`src/rtl/max7219_rx.sv`:
```
// max7219_rx
// Receive-side decoder for a daisy chain of NDEV MAX7219 LED drivers.
// It synchronizes the serial link (din/sclk/load) and shifts in 16*NDEV-bit
// frames. Each frame is latched on the LOAD rising edge and then emitted
// one 16-bit word per clock, device 0 (nearest the driver) first.
// Register writes update a shadow row image and per-device shutdown bits.
//
// Ports:
//   clk, rst_n          system clock, asynchronous active-low reset
//   din, sclk, load     asynchronous serial inputs (data, clock, LOAD/CS)
//   word_valid          one-cycle strobe, word_dev/word_addr/word_data valid
//   word_dev            device index of the word (0 = nearest to driver)
//   word_addr           register address, word[11:8]
//   word_data           register data, word[7:0]
//   frame_done          one-cycle strobe after the last word of a good frame
//   frame_err           one-cycle strobe on a rejected frame
//   busy                high while a frame is being emitted
//   image               row shadow, image[dev*64+(addr-1)*8 +: 8]
//   shutdown_n          per-device shutdown register bit 0
module max7219_rx #(
    parameter int NDEV        = 4,
    parameter int SYNC_STAGES = 2,
    localparam int DEV_W      = (NDEV > 1) ? $clog2(NDEV) : 1
) (
    input  logic               clk,
    input  logic               rst_n,
    input  logic               din,
    input  logic               sclk,
    input  logic               load,
    output logic               word_valid,
    output logic [DEV_W-1:0]   word_dev,
    output logic [3:0]         word_addr,
    output logic [7:0]         word_data,
    output logic               frame_done,
    output logic               frame_err,
    output logic               busy,
    output logic [NDEV*64-1:0] image,
    output logic [NDEV-1:0]    shutdown_n
);

    localparam int FRAME_BITS = 16 * NDEV;
    localparam int CNT_W      = $clog2(FRAME_BITS + 2);

    typedef enum logic [1:0] {
        IDLE = 2'd0,
        EMIT = 2'd1,
        DONE = 2'd2
    } state_t;

    // ------------------------------------------------------------------
    // Input synchronizers and edge detection
    // ------------------------------------------------------------------
    logic [SYNC_STAGES-1:0] din_sync_reg;
    logic [SYNC_STAGES-1:0] sclk_sync_reg;
    logic [SYNC_STAGES-1:0] load_sync_reg;
    logic                   sclk_prev_reg;
    logic                   load_prev_reg;

    logic din_s;
    logic sclk_s;
    logic load_s;
    logic sclk_rise;
    logic load_rise;
    logic load_fall;

    // LOAD idles high, so its chain resets to 1: otherwise releasing reset
    // with load high would look like a LOAD rising edge and flag an error.
    always_ff @(posedge clk or negedge rst_n) begin
        if (!rst_n) begin
            din_sync_reg  <= '0;
            sclk_sync_reg <= '0;
            load_sync_reg <= '1;
            sclk_prev_reg <= 1'b0;
            load_prev_reg <= 1'b1;
        end else begin
            din_sync_reg  <= {din_sync_reg[SYNC_STAGES-2:0], din};
            sclk_sync_reg <= {sclk_sync_reg[SYNC_STAGES-2:0], sclk};
            load_sync_reg <= {load_sync_reg[SYNC_STAGES-2:0], load};
            sclk_prev_reg <= sclk_s;
            load_prev_reg <= load_s;
        end
    end

    assign din_s     = din_sync_reg[SYNC_STAGES-1];
    assign sclk_s    = sclk_sync_reg[SYNC_STAGES-1];
    assign load_s    = load_sync_reg[SYNC_STAGES-1];
    assign sclk_rise = sclk_s & ~sclk_prev_reg;
    assign load_rise = load_s & ~load_prev_reg;
    assign load_fall = ~load_s & load_prev_reg;

    // ------------------------------------------------------------------
    // Shift path (independent of the emission FSM)
    // ------------------------------------------------------------------
    logic [FRAME_BITS-1:0] shift_reg;
    logic [CNT_W-1:0]      bit_cnt_reg;

    always_ff @(posedge clk or negedge rst_n) begin
        if (!rst_n) begin
            shift_reg   <= '0;
            bit_cnt_reg <= '0;
        end else if (load_fall) begin
            // Only the count restarts; stale shift contents are harmless
            // because a good frame overwrites every bit.
            bit_cnt_reg <= '0;
        end else if (sclk_rise && !load_s) begin
            shift_reg <= {shift_reg[FRAME_BITS-2:0], din_s};
            // Saturate one past a full frame so over-long frames stay
            // distinguishable from exact ones.
            if (bit_cnt_reg != CNT_W'(FRAME_BITS + 1)) begin
                bit_cnt_reg <= bit_cnt_reg + 1'b1;
            end
        end
    end

    // ------------------------------------------------------------------
    // Emission FSM
    // ------------------------------------------------------------------
    state_t state_reg;
    state_t state_next;
    logic   frame_start;

    logic [FRAME_BITS-1:0] hold_reg;
    logic [DEV_W-1:0]      dev_cnt_reg;
    logic [15:0]           cur_word;

    assign frame_start = load_rise && (state_reg == IDLE)
                         && (bit_cnt_reg == CNT_W'(FRAME_BITS));

    always_ff @(posedge clk or negedge rst_n) begin
        if (!rst_n) begin
            state_reg <= IDLE;
        end else begin
            state_reg <= state_next;
        end
    end

    always_comb begin
        state_next = state_reg;
        case (state_reg)
            IDLE: if (frame_start) state_next = EMIT;
            EMIT: if (dev_cnt_reg == DEV_W'(NDEV - 1)) state_next = DONE;
            DONE: state_next = IDLE;
            default: state_next = IDLE;
        endcase
    end

    // Word for the device currently being emitted; device 0 is the last
    // word shifted, i.e. the least significant 16 bits of the hold register.
    always_comb begin
        cur_word = 16'h0000;
        for (int d = 0; d < NDEV; d++) begin
            if (dev_cnt_reg == DEV_W'(d)) begin
                cur_word = hold_reg[d*16 +: 16];
            end
        end
    end

    logic             word_valid_reg;
    logic [DEV_W-1:0] word_dev_reg;
    logic [3:0]       word_addr_reg;
    logic [7:0]       word_data_reg;
    logic             frame_done_reg;
    logic             frame_err_reg;

    always_ff @(posedge clk or negedge rst_n) begin
        if (!rst_n) begin
            hold_reg       <= '0;
            dev_cnt_reg    <= '0;
            word_valid_reg <= 1'b0;
            word_dev_reg   <= '0;
            word_addr_reg  <= 4'h0;
            word_data_reg  <= 8'h00;
            frame_done_reg <= 1'b0;
            frame_err_reg  <= 1'b0;
        end else begin
            word_valid_reg <= 1'b0;
            frame_done_reg <= (state_reg == DONE);
            // A LOAD rise that does not start a frame is either a bad bit
            // count or an overrun of a frame still being emitted.
            frame_err_reg  <= load_rise && !frame_start;
            if (frame_start) begin
                hold_reg    <= shift_reg;
                dev_cnt_reg <= '0;
            end
            if (state_reg == EMIT) begin
                word_valid_reg <= 1'b1;
                word_dev_reg   <= dev_cnt_reg;
                word_addr_reg  <= cur_word[11:8];
                word_data_reg  <= cur_word[7:0];
                dev_cnt_reg    <= dev_cnt_reg + 1'b1;
            end
        end
    end

    // ------------------------------------------------------------------
    // Per-device register file; writes take the registered word so they
    // become visible the cycle after its word_valid strobe.
    // ------------------------------------------------------------------
    generate
        for (genvar gi = 0; gi < NDEV; gi++) begin : g_dev
            logic [63:0] rows_reg;
            logic        sd_reg;

            always_ff @(posedge clk or negedge rst_n) begin
                if (!rst_n) begin
                    rows_reg <= '0;
                    sd_reg   <= 1'b0;
                end else if (word_valid_reg && word_dev_reg == DEV_W'(gi)) begin
                    for (int r = 0; r < 8; r++) begin
                        if (word_addr_reg == 4'(r + 1)) begin
                            rows_reg[r*8 +: 8] <= word_data_reg;
                        end
                    end
                    if (word_addr_reg == 4'hC) begin
                        sd_reg <= word_data_reg[0];
                    end
                end
            end

            assign image[gi*64 +: 64] = rows_reg;
            assign shutdown_n[gi]     = sd_reg;
        end
    endgenerate

    assign word_valid = word_valid_reg;
    assign word_dev   = word_dev_reg;
    assign word_addr  = word_addr_reg;
    assign word_data  = word_data_reg;
    assign frame_done = frame_done_reg;
    assign frame_err  = frame_err_reg;
    assign busy       = (state_reg != IDLE);

endmodule

```
`config.mk`:
```
export PLATFORM = sky130hd
export DESIGN_NAME = max7219_rx
export DESIGN_NICKNAME = d
export VERILOG_FILES = /design/src/rtl/max7219_rx.sv
export SDC_FILE = /design/constraint.sdc
export NUM_CORES = 1
export LEC_CHECK = 0
export ABC_AREA = 0
export CORE_MARGIN = 10
export CORE_UTILIZATION = 47
export CTS_CLUSTER_DIAMETER = 120
export DETAILED_ROUTE_END_ITERATION = 10
export GPL_TIMING_DRIVEN = 0
export PLACE_DENSITY = 0.72
export SLEW_MARGIN = 10
export SYNTH_ARGS = -nofsm -noshare
export SYNTH_HDL_FRONTEND = slang
export SYNTH_SLANG_ARGS = --single-unit
```
`constraint.sdc`:
```
create_clock -name clk -period 1.6 [get_ports clk]
set_input_delay 0.32 -clock clk [delete_from_list [all_inputs] [get_ports clk]]
set_output_delay 0.32 -clock clk [all_outputs]
set_load 0.01 [all_outputs]
```
==> impl_metrics.json <==
{
  "slew_headroom_pct": 52.1,
  "drtIter0Drc": 561,
  "fin_crit_ns": 1.81,
  "via_count": 10300,
  "crit_path_start_kind": "flip-flop",
  "die_h_um": 203,
  "final-instance-count-excl-fill": 1926,
  "status": "finished with violations",
  "finalHoldViolCount": 57,
  "avgSynthCellArea_um2": 15.3,
  "place_inst": 1767,
  "die_width_um": 203,
  "ys.flop_type": "dfrtp_1",
  "critPathKind": "flip-flop to flip-flop",
  "dpl_cell_area_um2": 19500,
  "numPortBuffers": 282,
  "max_freq_mhz": 551,
  "synth.distinct_cells": 44,
  "clk_pin_slew_ns": 0.06,
  "utilization_pct": 67.8,
  "yosysSeqAreaShare_pct": 63.9,
  "skew_ns": 0.0278,
  "min_path_type": "input pin to asynchronous set/reset pin",
  "rsz0062_at_grt": "true",
  "largest_reg_flops": 256,
  "grt_first_pass_wirelength_um": 67400,
  "diodes": 0,
  "grt_max_degree": 101,
  "synth_edf_count": 0,
  "cap_violations": 0,
  "htree_levels": 2,
  "critPathMaxFanout": 8,
  "wl_per_cell_um": 24.4,
  "numClockSinks": 404,
  "cp_cell_sequence": "buf_8 -> buf_12 -> nor4b_4 -> buf_6 -> nand2_8 -> mux2_2",
  "total_leakage_power_uw": 0.0121,
  "synth-seq-cells": 404,
  "mostFrequentLayoutCells": "dfrtp_1 (387), mux2_2 (281), dlygate4sd2_1 (258)",
  "setup_viol": 361,
  "antenna_left": 0,
  "cts-root-buf": "clkbuf_16",
  "place_congestion": 0.862,
  "fp-row-count": 67,
  "min_period_over_period_pct": 113,
  "yosysWarnings": 0,
  "wirelength_um": 46900,
  "crit_path_end_kind": "flip-flop",
  "final_cell_area_um2": 22600,
  "place_hpwl_um": 31300,
  "worst_slew_pin_slew_ns": 0.719,
  "die-area_um2": 41400,
  "overflow": 0,
  "finalPower_uw": 20000,
  "grt_pass1_vias": 10400,
  "fin_ws_ns": -0.215,
  "place_ws_ns": -0.767,
  "vdd.ir_drop.worst_uv": 697,
  "grt_usage_pct": 21.1,
  "whs_ns": -0.291,
  "powerDensity_nw_per_um2": 884,
  "postSynth.asyncResetShare_pct": 100,
  "netlist_area_um2": 15800,
  "antenna_found_initial": 0,
  "crit_path_top_delay_cell": "dfrtp_2",
  "syn_to_final_growth_pct": 43.0,
  "firstDrtPassIters": 5,
  "violations": "hold timing, setup timing",
  "cts_tree": "built",
  "worstReg2RegStart": "word_addr[0]$_DFFE_PN0P_",
  "ios": 283,
  "initial_core_util_pct": 47.4,
  "cts_buffer_depth": 3,
  "startpoint": "word_addr[0]$_DFFE_PN0P_",
  "slowest_delay_ns": 0.46,
  "numCtsBuffers": 42,
  "arrival_ns": 2.23,
  "final_nets": 1462,
  "syn_inst": 1033,
  "maxSlewViolCount": 0,
  "layout-drive-gt1-share_pct": 44.2,
  "crit_required_ns": 2.01,
  "final_common_cell": "dfrtp_1",
  "syn_nets": 1045,
  "coreArea_um2": 33400,
  "clock_latency_ns": 0.53,
  "vias_per_cell": 5.34,
  "drcViolationCount": 0
}
## power by group
part           internal (uW)  switching, uW  total (uW)
Sequential             10300           62.2       10400
Combinational            182            279         461
Clock                   5380           3820        9200
## synthesized netlist by cell type, drive strengths merged (2+ instances only)
master / number / area share, %
o31ai: 2 / 0.095
nand3: 2 / 0.063
a21oi: 41 / 1.3
o21ai: 5 / 0.16
buf: 22 / 1.1
nand2b: 2 / 0.079
a221o: 12 / 0.76
dfrtp: 401 / 63
dfstp: 3 / 0.50
inv: 16 / 0.38
mux2i: 2 / 0.13
nor2b: 5 / 0.20
ha: 7 / 0.55
nand2: 42 / 1.0
nor4b: 6 / 0.59
or4: 2 / 0.095
nor4bb: 3 / 0.19
nor2: 16 / 0.40
mux2: 368 / 26
and3b: 3 / 0.17
or3: 2 / 0.079
nand3b: 12 / 0.57
clkbuf: 44 / 1.1
## metal layers
| metal | wire length, um | part of all wire [%] | GRT usage [%] |
|---|---|---|---|
| met1 | 19100 | 41 | 26.2 |
| met3 | 3090 | 6.6 | 5.51 |
| met2 | 23500 | 50 | 35.2 |
| met4 | 1240 | 2.7 | 7.14 |
| met5 | 0 | 0 | 0 |
## cell families (layout without fill, tap and decap cells)
family / Yosys count / after routing / share of synthesized area, %
flops: 404 / 404 / 63.9
fa+ha+maj: 7 / 7 / 0.554
mux: 370 / 370 / 26.3
buf+inv: 83 / 528 / 2.60
compound gates: 64 / 64 / 2.51
simple gates: 105 / 105 / 4.10
## layout make-up
type                            count  area, um^2
Fill cell                        2361       10700
Sequential cell                   404       10100
Multi-Input combinational cell    546        6290
Timing Repair Buffer              378        3720
Clock buffer                       65        1220
Buffer                             61         562
Tap cell                          448         561
Clock inverter                      7        71.3
Inverter                           17        67.6
## final timing paths
path / end / slack, ns / depth (start not counted)
max in group asynchronous: word_addr[1]$_DFFE_PN0P_ / 0.34 / 4
setup reg to reg: g_dev[0].rows_reg[56]$_DFFE_PN0P_ / -0.21 / 6
hold reg to reg: din_sync_reg[1]$_DFF_PN0_ / 0.35 / 0
setup / recovery: g_dev[0].rows_reg[56]$_DFFE_PN0P_ / -0.21 / 6
min in group clk: load_sync_reg[0]$_DFF_PN1_ / 0.20 / 1
hold / removal: g_dev[3].rows_reg[35]$_DFFE_PN0P_ / -0.29 / 1
## metrics by stage
stage	TNS (ns)	hold WS (ns)
final	-40.52	-0.291
after detailed placement	-208.31	0.279
after CTS	-34.11	-0.281
after global placement	-7031.91	0.335
after global routing	-57.59	-0.259
after floorplan	-12.51	0.0244
## timing repair
item | in CTS | in global routing
setup buffers | 53 | 28
resized for setup | 498 | 131
cloned | 5 | 9
endpoints found under the setup margin | 662 | 487
pin swaps | 14 | 30
endpoints found under the hold margin | 57 | 57
## worst max-delay path: cells and delay by family (launching register included)
kind / cells / cell delay [ns]
mux: 1 / 0.28
flops: 1 / 0.46
buf+inv: 3 / 0.53
simple gates: 2 / 0.41
No activity file was read; power rests on OpenSTA's default activity.
